File: config.mk
export PLATFORM = sky130hd
export DESIGN_NAME = fetch_stage
export DESIGN_NICKNAME = d
export VERILOG_FILES = /design/src/rtl/fetch_stage_pkg.sv /design/src/rtl/fetch_stage_program_counter.sv /design/src/rtl/fetch_stage.sv
export SDC_FILE = /design/constraint.sdc
export NUM_CORES = 1
export LEC_CHECK = 0
export BUFFER_PORTS_ARGS = -buffer_cell sky130_fd_sc_hd__buf_2
export CORE_ASPECT_RATIO = 1.75
export CORE_MARGIN = 2
export CORE_UTILIZATION = 25
export DETAILED_ROUTE_END_ITERATION = 6
export GPL_TIMING_DRIVEN = 0
export RECOVER_POWER = 25
export SYNTH_ARGS = -nofsm -noshare
export SYNTH_HDL_FRONTEND = slang
export SYNTH_SLANG_ARGS = --single-unit
File: constraint.sdc
create_clock -name clk -period 4.7 [get_ports clk]
set_input_delay 1.175 -clock clk [delete_from_list [all_inputs] [get_ports clk]]
set_output_delay 1.175 -clock clk [all_outputs]
set_load 0.005 [all_outputs]
File: src/rtl/fetch_stage_pkg.sv
// Shared types and constants for the instruction fetch stage and its IF/ID register.
package fetch_stage_pkg;

    localparam logic [31:0] NOP_INSTRUCTION = 32'h0000_0013;

    typedef logic [31:0] instruction_type;

    typedef struct packed {
        logic [31:0]     pc;
        instruction_type instruction;
        logic            valid;
    } if_id_type;

    function automatic logic [31:0] word_align(input logic [31:0] addr);
        return {addr[31:2], 2'b00};
    endfunction

endpackage

File: src/rtl/fetch_stage_program_counter.sv
// PC register and next-fetch-address mux; pc_next doubles as the instruction memory address.
module program_counter
    import fetch_stage_pkg::*;
#(
    parameter logic [31:0] RESET_PC = 32'h0000_0000,
    parameter logic [31:0] PC_STEP  = 32'd4
) (
    input  logic        clk,
    input  logic        reset,
    input  logic        stall,
    input  logic        branch_taken,
    input  logic [31:0] branch_target,
    output logic [31:0] pc_next,
    output logic [31:0] pc_q
);

    logic [31:0] pc_d;

    always_comb begin
        pc_d = pc_q + PC_STEP;
        if (reset) begin
            pc_d = RESET_PC;
        end else if (branch_taken) begin
            pc_d = word_align(branch_target);
        end else if (stall) begin
            pc_d = pc_q;
        end
    end

    assign pc_next = pc_d;

    always_ff @(posedge clk) begin
        if (reset) begin
            pc_q <= RESET_PC;
        end else begin
            pc_q <= pc_d;
        end
    end

endmodule

File: src/rtl/fetch_stage.sv
// IF stage: owns the PC, drives a 1-cycle-latency instruction memory and the IF/ID register.
module fetch_stage
    import fetch_stage_pkg::*;
#(
    parameter logic [31:0] RESET_PC = 32'h0000_0000,
    parameter logic [31:0] PC_STEP  = 32'd4
) (
    input  logic        clk,
    input  logic        reset,
    input  logic        stall,
    input  logic        branch_taken,
    input  logic [31:0] branch_target,
    output logic [31:0] imem_addr,
    input  logic [31:0] imem_rdata,
    output logic [31:0] if_id_pc,
    output logic [31:0] if_id_instruction,
    output logic        if_id_valid
);

    logic [31:0] pc_q;
    logic        fetch_valid_q;
    logic        fetch_valid_d;
    if_id_type   if_id_q;
    if_id_type   if_id_d;

    program_counter #(
        .RESET_PC (RESET_PC),
        .PC_STEP  (PC_STEP)
    ) u_program_counter (
        .clk           (clk),
        .reset         (reset),
        .stall         (stall),
        .branch_taken  (branch_taken),
        .branch_target (branch_target),
        .pc_next       (imem_addr),
        .pc_q          (pc_q)
    );

    // The redirect target is presented to memory in the branch cycle itself, so the
    // following word is on-path; only the first word after reset is treated as a bubble.
    always_comb begin
        fetch_valid_d = 1'b1;
        if_id_d       = if_id_q;
        if (branch_taken) begin
            if_id_d = '{pc: pc_q, instruction: NOP_INSTRUCTION, valid: 1'b0};
        end else if (!stall) begin
            if_id_d.pc          = pc_q;
            if_id_d.instruction = fetch_valid_q ? imem_rdata : NOP_INSTRUCTION;
            if_id_d.valid       = fetch_valid_q;
        end
    end

    always_ff @(posedge clk) begin
        if (reset) begin
            fetch_valid_q <= 1'b0;
            if_id_q       <= '{pc: RESET_PC, instruction: NOP_INSTRUCTION, valid: 1'b0};
        end else begin
            fetch_valid_q <= fetch_valid_d;
            if_id_q       <= if_id_d;
        end
    end

    assign if_id_pc          = if_id_q.pc;
    assign if_id_instruction = if_id_q.instruction;
    assign if_id_valid       = if_id_q.valid;

endmodule

# Word-level counts from Yosys, hierarchy flattened
# Cells that the tools add are included.
[op_classes]
muxes = 7
n_addsub = 1
n_reduce_logical = 1
n_eq_ne = 1
[ops]
columns = ["op", "n"]
rows = [
  ["$mux 65", 2],
  ["$mux 32", 4],
  ["$add 32x3->32 const B", 1],
  ["$ne 2x1->1 const B", 1],
  ["$reduce_or 2->1", 1],
  ["$mux 1", 1],
]
[totals]
reg_bits = 98
inputBits = 68
elab_cells = 15
output_inout_bits = 97

# Longest topological paths before layout
# Gate-level depths: netlist of run 1.
[depth]
word_depth = 4
depth_mapped = 7
ltp_nobuf = 6

# Cells and area by module
# A second synthesis of run 1 with hierarchy kept.
[unflattened]
cells_unflattened = 528
area_unflattened_um2 = 4420.5
[modules_own_cells]
columns = ["module", "cells_each", "seq_area_each_um2", "n_inst", "area_per_inst_um2"]
rows = [
  ["fetch_stage", 257, 1321.3, 1, 2264.7],
  ["program_counter", 271, 640.6, 1, 2155.8],
]

# Worst setup path before layout of run 1
# OpenSTA, ideal clock, no wires.
[synth_path]
path_type = "input to output"
start = "in stall"
end = "out imem_addr[20]"
path_buffers = 0
required_ns = 3.525
stages = 4
path_slack_ns = 0.791
arrival_time_ns = 2.734
cell_sequence = "nand3b_2 > or4_4 > or4_4 > a311oi_1"
[synth_between]
elab_chain_cells = 3
[synth_lines]
columns = ["element", "line_no", "text"]
rows = [
  ["start: declaration", "fetch_stage.sv:10", "input logic stall,"],
  ["$mux 32", "fetch_stage_program_counter.sv:25", "end else if (stall) begin"],
  ["$mux 32", "fetch_stage_program_counter.sv:23", "end else if (branch_taken) begin"],
  ["$mux 32", "fetch_stage_program_counter.sv:21", "if (reset) begin"],
  ["end: declaration", "fetch_stage.sv:13", "output logic [31:0] imem_addr,"],
]
# No other way between the ends.

# Worst setup path in the final report of run 1
[layout_path]
start = "in stall"
end = "out imem_addr[24]"
# The elaborated chain is that of the path after synthesis.

==> results of run 1 <==
routing by layer:
layer / GRT usage (%) / share of wire (%)
met1: 18.7 / 38
met2: 29.8 / 52
met3: 3.58 / 6.2
met4: 6.25 / 2.8
met5: 0 / 0
flip-flops by register name (all words and copies together), names as in the netlist:
register,cells
if_id_instruction,32
if_id_pc,32
if_id_valid,1
fetch_valid_q,1
u_program_counter.pc_q,32
per-stage QoR:
stage,power [mW],utilization [%]
after global placement,1.15,31.8
final,1.89,33.4
after global routing,1.99,33.4
after floorplan,1.04,-
after detailed placement,1.16,31.8
after CTS,1.93,33.7
cells by family after synthesis:
family          synth area share, %
simple gates                   25.1
compound gates                 21.8
flops                          45.5
buf+inv                        4.07
xor+xnor                       2.24
mux                           0.697
fa+ha+maj                     0.581
power groups by stage:
stage / clock (mW) / sequential [mW] / combinational, mW
final: 0.760 / 0.907 / 0.227
after global routing: 0.822 / 0.912 / 0.256
after CTS: 0.788 / 0.906 / 0.232
after detailed placement: 0 / 0.925 / 0.232
after global placement: 0 / 0.925 / 0.230
after floorplan: 0 / 0.916 / 0.123
critical path, stage by stage:
cell	delay [ns]
buf_2	0.12
nand3b_2	0.31
or4_4	0.55
buf_2	0.21
o31a_1	0.33
nor4_1	0.38
buf_2	0.19
final cells by class:
class / count / area, sq um
inverter: 6 / 22.5
multi-input combinational: 372 / 2170
fill: 1862 / 11300
tap: 227 / 284
sequential: 98 / 1960
buffer: 40 / 153
clock buffer: 11 / 243
timing repair buffer: 161 / 768
clock inverter: 5 / 63.8
layout by cell type, fill, tap and decap left out, drive strengths merged, types with 2 or more instances in the layout:
master | netlist | routed
a211oi | 16 | 16
o2111a | 2 | 2
xor2 | 2 | 2
nand2 | 85 | 85
mux2i | 3 | 3
nor4 | 15 | 15
o211a | 6 | 6
nor2b | 4 | 4
and3 | 3 | 3
and4 | 6 | 6
o31ai | 5 | 5
or3 | 5 | 5
and2 | 5 | 5
nand4 | 7 | 7
nand3 | 13 | 13
nor3 | 10 | 10
o21ai | 9 | 9
xnor2 | 9 | 9
a221oi | 2 | 2
inv | 5 | 5
clkinv | 1 | 4
nand4b | 3 | 3
buf | 3 | 135
o22ai | 3 | 3
clkbuf | 37 | 77
a32oi | 3 | 3
a21oi | 39 | 39
or4 | 8 | 8
o221a | 2 | 2
dfxtp | 98 | 98
ha | 2 | 2
a311oi | 12 | 12
nor2 | 55 | 55
a22oi | 29 | 29
a31oi | 2 | 2
worst max-delay path by stage:
stage,from,endpoint,slack (ns)
2_1_floorplan,stall,imem_addr[20],0.79
3_3_place_gp,stall,imem_addr[24],0.14
3_5_place_dp,stall,imem_addr[24],0.14
4_1_cts,stall,imem_addr[24],0.14
5_1_grt,stall,imem_addr[24],0.08
6_report,stall,imem_addr[24],0.26
==> results.yml, run 1 <==
clocking:
  cts_tree: "yes"
  cts.repair.resized: 0
  clkLatencyLatePin_ns: 0.34
  cts_max_level: 3
  clock_sinks: 98
  cts_buffer_depth: 2
  clk_pin_slew_ns: 0.07
  numCtsBuffers: 9
  cts-root-buf: "clkbuf_16"
  post_cts_buffers: 0
  postCtsHoldBufs: 0
final_layout:
  n_antenna_cell: 0
  fin_nets: 758
  fin_cells: 920
  drive_above_1_share_pct: 22.9
  fin_area_sq_mm: 0.00567
  area_delta_synth_final_pct: 31.5
worst_hold_path:
  min-delay-path-class: "flip-flop to flip-flop"
  whs_endpoint: "if_id_pc[18]"
  min_from: "if_id_pc[18]"
  hold_depth: 2
global_routing:
  antenna_found_initial: 0
  first_global_vias: 4377
  grt-ovfl-total: 0
  grt_pass1_wl_microns: 23300
  grtUsageTotal_pct: 16.6
  grt_max_degree: 17
setup_path:
  r2r_start: "u_program_counter.pc_q[3]"
  ff2ff_path_depth: 6
  cp_max_fo: 10
  setup.worst_path.end_class: "output port"
  cp-start-kind: "input pin"
  worstSetupPathType: "input pin to output port"
  rrSetupSlack_ns: 2.36
  required_ns: 3.52
  critPathArrivalTime_ns: 3.26
  r2r_end: "u_program_counter.pc_q[28]"
timing:
  slew_headroom_pct: 45.3
  finClkSkew_ns: 0.00944
  fin_crit_sh_pct: 94.5
  worst_pin_slew_ns: 0.813
  period_minus_slack_ns: 4.44
  hold_violations: 0
  rsz0062_at_grt: "false"
  setup_viol: 0
  setup_slack_ns: 0.261
  finalMaxSlewViolations: 0
  timing.hold.ws_ns: 0.449
  tns_ns: 0
  max_freq_ghz: 0.225
yosys:
  synth_edf_count: 0
  synth_top_cell_by_area: "dfxtp_1"
  synth.top_cell.area_share_pct: 45.5
  yosys_register_bits: 98
  postSynthAreaPerCell_sq_um: 8.35
  ys_warn_count: 0
  synth_nets: 586
  synth_most_common_cell: "dfxtp_1"
  netlist_instances: 516
  syn_area_sq_mm: 0.00431
  synthArstFlopShare_pct: 0
  synthFlopType: "dfxtp_1"
  synth.distinct_cells: 46
  synth.top_cells.by_count: "dfxtp_1, nand2_1, nor2_1"
  ys_seq_area_share_pct: 45.5
  synth_area_leaders: "dfxtp_1, nand2_1, a22oi_1"
run_status:
  status: "completed"
power_and_ir_drop:
  swShare_pct: 26.5
  p_per_area_mw_per_mm2: 334
  vdd_ir_drop_max_mv: 0.160
  sequentialPowerShare_pct: 47.9
  p_leak_nw: 2.26
  clkPwrFrac_pct: 40.1
  p_switching_mw: 0.501
  comb_power_share_pct: 12.0
  internal_power_mw: 1.39
floorplan:
  coreArea_sq_mm: 0.0169
  ioPinCount: 165
  start_util_pct: 25.4
  die_h_microns: 178
  dieWidth_microns: 103
  die-area_sq_mm: 0.0183
  rows: 63
flow_run:
  cap_violations: 0
placed_design:
  dp_slack_ns: 0.139
  dpl.hpwl_microns: 11800
  post-place-cells: 904
  postPlaceCellArea_sq_mm: 0.00540
  port_buffers: 161
  gp_congestion: 0.841
routing:
  drt_iter0_drc: 162
  avgViaCountPerCell: 4.90
  routed-via-count: 4507
  ant_nets: 0
  drcViolationCount: 0
  drt-pass1-iter-count: 4
  wl_microns: 15100
  routedWlPerCell_microns: 16.4
Power figures use the tool's default switching activity.
==> run 2, diff against run 1 <==
Settings changed: BUFFER_PORTS_ARGS -buffer_cell sky130_fd_sc_hd__buf_2 to not set, DONT_BUFFER_PORTS set to 1, SYNTH_HIERARCHICAL set to 1.
==> run 2 against run 1 <==
Effect of this change: sequential share of layout area rose by 4.4 points; largest power group unchanged; largest cell class unchanged; critical path type unchanged; first-iteration DRC count rose by 86%; register-to-register slack improved by 0.08 ns; critical path depth fell by 2; sequential cell count did not move.
==> results.yml, run 2 <==
yosys:
  synth.top_cells.by_count: "dfxtp_1, nand2_1, nor2_1"
  synth_most_common_cell: "dfxtp_1"
  ys_seq_area_share_pct: 44.4
  synth_area_leaders: "dfxtp_1, nand2_1, a22oi_1"
  synth_edf_count: 0
  synth.top_cell.area_share_pct: 44.4
  netlist_instances: 528
  postSynthAreaPerCell_sq_um: 8.37
  synth_top_cell_by_area: "dfxtp_1"
  syn_area_sq_mm: 0.00442
  synth_nets: 597
  synth.distinct_cells: 51
  yosys_register_bits: 98
  synthArstFlopShare_pct: 0
  ys_warn_count: 6
  synthFlopType: "dfxtp_1"
timing:
  tns_ns: 0
  fin_crit_sh_pct: 94.8
  max_freq_ghz: 0.224
  finalMaxSlewViolations: 0
  finClkSkew_ns: 0.0146
  setup_viol: 0
  period_minus_slack_ns: 4.46
  rsz0062_at_grt: "false"
  hold_violations: 0
  slew_headroom_pct: 18.0
  worst_pin_slew_ns: 1.20
worst_hold_path:
  min-delay-path-class: "flip-flop to flip-flop"
  hold_depth: 2
run_status:
  status: "completed"
power_and_ir_drop:
  internal_power_mw: 1.46
  p_leak_nw: 1.65
  clkPwrFrac_pct: 44.8
  comb_power_share_pct: 8.4
  p_switching_mw: 0.490
  swShare_pct: 25.1
  p_per_area_mw_per_mm2: 388
  sequentialPowerShare_pct: 46.8
  vdd_ir_drop_max_mv: 0.173
clocking:
  cts_buffer_depth: 2
  clock_sinks: 98
  cts-root-buf: "clkbuf_16"
  numCtsBuffers: 9
  clkLatencyLatePin_ns: 0.36
  post_cts_buffers: 0
  postCtsHoldBufs: 0
  cts_max_level: 3
  clk_pin_slew_ns: 0.07
  cts.repair.resized: 0
  cts_tree: "yes"
routing:
  drt-pass1-iter-count: 5
  drcViolationCount: 0
  ant_nets: 0
  routed-via-count: 4064
  avgViaCountPerCell: 5.24
  routedWlPerCell_microns: 19.5
  wl_microns: 15100
  drt_iter0_drc: 302
final_layout:
  area_delta_synth_final_pct: 13.7
  fin_nets: 608
  fin_area_sq_mm: 0.00503
  final_cell_mix: "dfxtp_1, nand2_1, nor2_1"
  fin_util_pct: 28.9
  drive_above_1_share_pct: 5.88
  mostFrequentLayoutCell: "dfxtp_1"
  n_antenna_cell: 0
placed_design:
  port_buffers: 0
  gp_congestion: 0.886
  dpl.hpwl_microns: 11900
  postPlaceCellArea_sq_mm: 0.00471
floorplan:
  start_util_pct: 25.4
  dieWidth_microns: 105
  die_h_microns: 180
  rows: 64
  coreArea_sq_mm: 0.0174
  die-area_sq_mm: 0.0188
  ioPinCount: 165
global_routing:
  grt-ovfl-total: 0
  grt_pass1_wl_microns: 23100
  grtUsageTotal_pct: 16.0
  antenna_found_initial: 0
  first_global_vias: 3987
  grt_max_degree: 17
setup_path:
  cp-start-kind: "input pin"
  ff2ff_path_depth: 5
  cp_max_fo: 10
  critPathArrivalTime_ns: 3.28
  worstSetupPathType: "input pin to output port"
  setup.worst_path.end_class: "output port"
  required_ns: 3.52
flow_run:
  cap_violations: 0
[run 2: metal layers]
metal | track usage (%) | wire [microns] | up-vias
li1 | - | - | 1975
met1 | 16.1 | 5330 | 1897
met2 | 30.5 | 8290 | 165
met4 | 7.35 | 503 | 0
met3 | 3.81 | 961 | 27
met5 | 0 | 0 | -
[run 2: cells by family (layout without fill, tap and decap cells)]
| family | count (synthesis) | after routing | share of synthesized area (%) |
|---|---|---|---|
| compound gates | 139 | 139 | 22.4 |
| simple gates | 227 | 227 | 25.3 |
| xor+xnor | 8 | 8 | 1.59 |
| flops | 98 | 98 | 44.4 |
| mux | 1 | 1 | 0.226 |
| buf+inv | 54 | 70 | 5.83 |
| fa+ha+maj | 1 | 1 | 0.283 |
[run 2: worst paths after layout]
path         slack [ns]                    endpoint                       from
max reg2reg        2.44  u_program_counter/pc_q[19]  u_program_counter/pc_q[5]
min reg2reg        0.46                 if_id_pc[1]  u_program_counter/pc_q[1]
max                0.24               imem_addr[21]                      stall
min                0.46                 if_id_pc[1]  u_program_counter/pc_q[1]
[run 2: layout make-up]
class / count / area [sq um]
flip-flops and latches: 98 / 1960
fillers: 1915 / 12300
inverters: 13 / 48.8
clock inverters: 6 / 113
well taps: 231 / 289
clock buffers: 10 / 239
multi-input cells: 376 / 2200
plain buffers: 41 / 175
[run 2: metrics by stage]
step,hold WS [ns],setup slack (ns),std cells,power [mW]
after floorplan,0.440,0.795,528,1.04
after global placement,0.455,0.246,759,1.10
after detailed placement,0.453,0.261,759,1.10
after CTS,0.463,0.253,775,1.99
after global routing,0.495,0.0798,775,2.04
final,0.462,0.245,775,1.95
[run 2: power groups by stage]
stage / Clock (mW) / Combinational [mW] / Sequential (mW)
CTS: 0.906 / 0.169 / 0.912
finish: 0.872 / 0.163 / 0.912
global placement: 0 / 0.165 / 0.932
detailed placement: 0 / 0.168 / 0.932
global route: 0.936 / 0.184 / 0.918
floorplan: 0 / 0.124 / 0.915
[run 2: critical path: stages]
cell and delay [ns]:
nand4b_2 0.29, nor4_1 0.43, buf_2 0.32, a311oi_1 0.14, a2111oi_0 0.92
==> run 3, diff against run 2 <==
Settings changed: MAX_ROUTING_LAYER set to met4.
==> run 3 against run 2 <==
Effect of this change: sequential share of layout area is the same; maximum frequency shrank 0.40%; global-route usage rose by 0.41 points; combinational power barely moved; routed wire length shrank 0.43%.
==> results.yml, run 3 (same netlist as run 2, synthesis figures left out) <==
power_and_ir_drop:
  vdd_ir_drop_max_mv: 0.174
  comb_power_share_pct: 8.4
  power_mw: 1.95
  sequentialPowerShare_pct: 46.8
  swShare_pct: 25.1
  p_leak_nw: 1.65
  internal_power_mw: 1.46
  clkPwrFrac_pct: 44.8
  p_per_area_mw_per_mm2: 388
  p_switching_mw: 0.490
final_layout:
  regArea_sq_mm: 0.00196
  fin_nets: 608
  num-fill-cells: 1915
  n_antenna_cell: 0
  multi_input_area_sq_mm: 0.00220
  drive_above_1_share_pct: 5.88
  mostFrequentLayoutCell: "dfxtp_1"
  fin_area_sq_mm: 0.00503
  final_cell_mix: "dfxtp_1, nand2_1, nor2_1"
  area_delta_synth_final_pct: 13.7
clocking:
  post_cts_buffers: 0
  clock_sinks: 98
  cts_tree: "yes"
  clk_pin_slew_ns: 0.07
  cts.repair.resized: 0
  postCtsHoldBufs: 0
  cts_max_level: 3
  cts-root-buf: "clkbuf_16"
  clkLatencyLatePin_ns: 0.35
  numCtsBuffers: 9
  cts_buffer_depth: 2
timing:
  hold_violations: 0
  tns_ns: 0
  slew_headroom_pct: 17.8
  period_minus_slack_ns: 4.47
  rsz0062_at_grt: "false"
  setup_viol: 0
  fin_crit_sh_pct: 95.2
  finalMaxSlewViolations: 0
  finClkSkew_ns: 0.0143
  max_freq_ghz: 0.224
  worst_pin_slew_ns: 1.20
routing:
  drcViolationCount: 0
  wl_microns: 15000
  routed-via-count: 4039
  ant_nets: 0
  avgViaCountPerCell: 5.21
  drt_iter0_drc: 355
  drt-pass1-iter-count: 5
  routedWlPerCell_microns: 19.4
setup_path:
  crit_chain: "nand4b_2, nor4_1, buf_2, a311oi_1, a2111oi_0"
  r2r_start: "u_program_counter/pc_q[2]"
  critPathTopFamily: "compound AO/OA/AOI/OAI gates"
  worstSetupStartpoint: "stall"
  crit_path_max_incr_delay_ns: 0.92
  worstSetupPathType: "input pin to output port"
  rrSetupSlack_ns: 2.45
  required_ns: 3.52
  ff2ff_path_depth: 6
  crit_buf_inv: 1
  r2r_end: "u_program_counter/pc_q[24]"
  cp_max_fo: 10
  cp-start-kind: "input pin"
  critPathSlowestCell: "a2111oi_0"
  setup.worst_path.end_class: "output port"
  critPathArrivalTime_ns: 3.30
global_routing:
  grt-ovfl-total: 0
  grt_max_degree: 17
  antenna_found_initial: 0
  grtUsageTotal_pct: 16.4
  first_global_vias: 3972
  grt_pass1_wl_microns: 23000
placed_design:
  port_buffers: 0
  dpl.hpwl_microns: 11900
  gp_congestion: 0.901
  postPlaceCellArea_sq_mm: 0.00471
flow_run:
  cap_violations: 0
floorplan:
  die-area_sq_mm: 0.0188
  rows: 64
  ioPinCount: 165
  dieWidth_microns: 105
  start_util_pct: 25.4
  die_h_microns: 180
  coreArea_sq_mm: 0.0174
run_status:
  status: "completed"
worst_hold_path:
  hold_depth: 2
  min-delay-path-class: "flip-flop to flip-flop"
  whs_endpoint: "if_id_pc[1]"
  min_from: "u_program_counter/pc_q[1]"
run 3: cell counts in the layout (fill, tap and decap cells not counted):
No cell type changed its count.
run 3: worst min-delay path, delay by kind of cell, from the launching register on:
family           cells  cell delay (ns)
AO/OA/AOI/OAI        1             0.05
AND/OR/NAND/NOR      1             0.05
flip-flops           1             0.32
run 3: worst max path at each step:
stage	depth (start not counted)	endpoint	slack, ns
after CTS	5	imem_addr[21]	0.25
after floorplan	5	imem_addr[19]	0.80
after detailed placement	5	imem_addr[21]	0.26
after global placement	5	imem_addr[25]	0.25
after global routing	5	imem_addr[15]	0.09
final	5	imem_addr[21]	0.23
run 3: layer usage:
metal	GRT usage (%)	routed length, microns	vias to the layer above
li1	-	-	1971
met1	15.9	5300	1892
met2	30.4	8380	154
met3	3.88	932	22
met4	7.46	396	0
met5	-	0	-
run 3: final cells by class:
cell class | instances | area share (%)
plain buffers | 41 | 3.48
clock buffers | 10 | 4.75
clock inverters | 6 | 2.24
inverters | 13 | 0.971
multi-input cells | 376 | 43.8
flip-flops and latches | 98 | 39.0
well taps | 231 | 5.75
run 3: power by group through the flow:
stage / Clock, mW / Sequential, mW / Combinational [mW]
2_1_floorplan: 0 / 0.915 / 0.124
3_3_place_gp: 0 / 0.932 / 0.165
3_5_place_dp: 0 / 0.932 / 0.168
4_1_cts: 0.906 / 0.912 / 0.169
5_1_grt: 0.934 / 0.918 / 0.184
6_report: 0.873 / 0.912 / 0.163
run 3: stage by stage:
step           hold slack (ns)  util (%)  instances  worst slack (ns)
6_report                 0.462      28.9        775             0.227
5_1_grt                  0.495      28.9        775            0.0903
4_1_cts                  0.463      29.1        775             0.253
3_5_place_dp             0.453      27.1        759             0.261
3_3_place_gp             0.455      27.1        759             0.246
2_1_floorplan            0.440         -        528             0.795
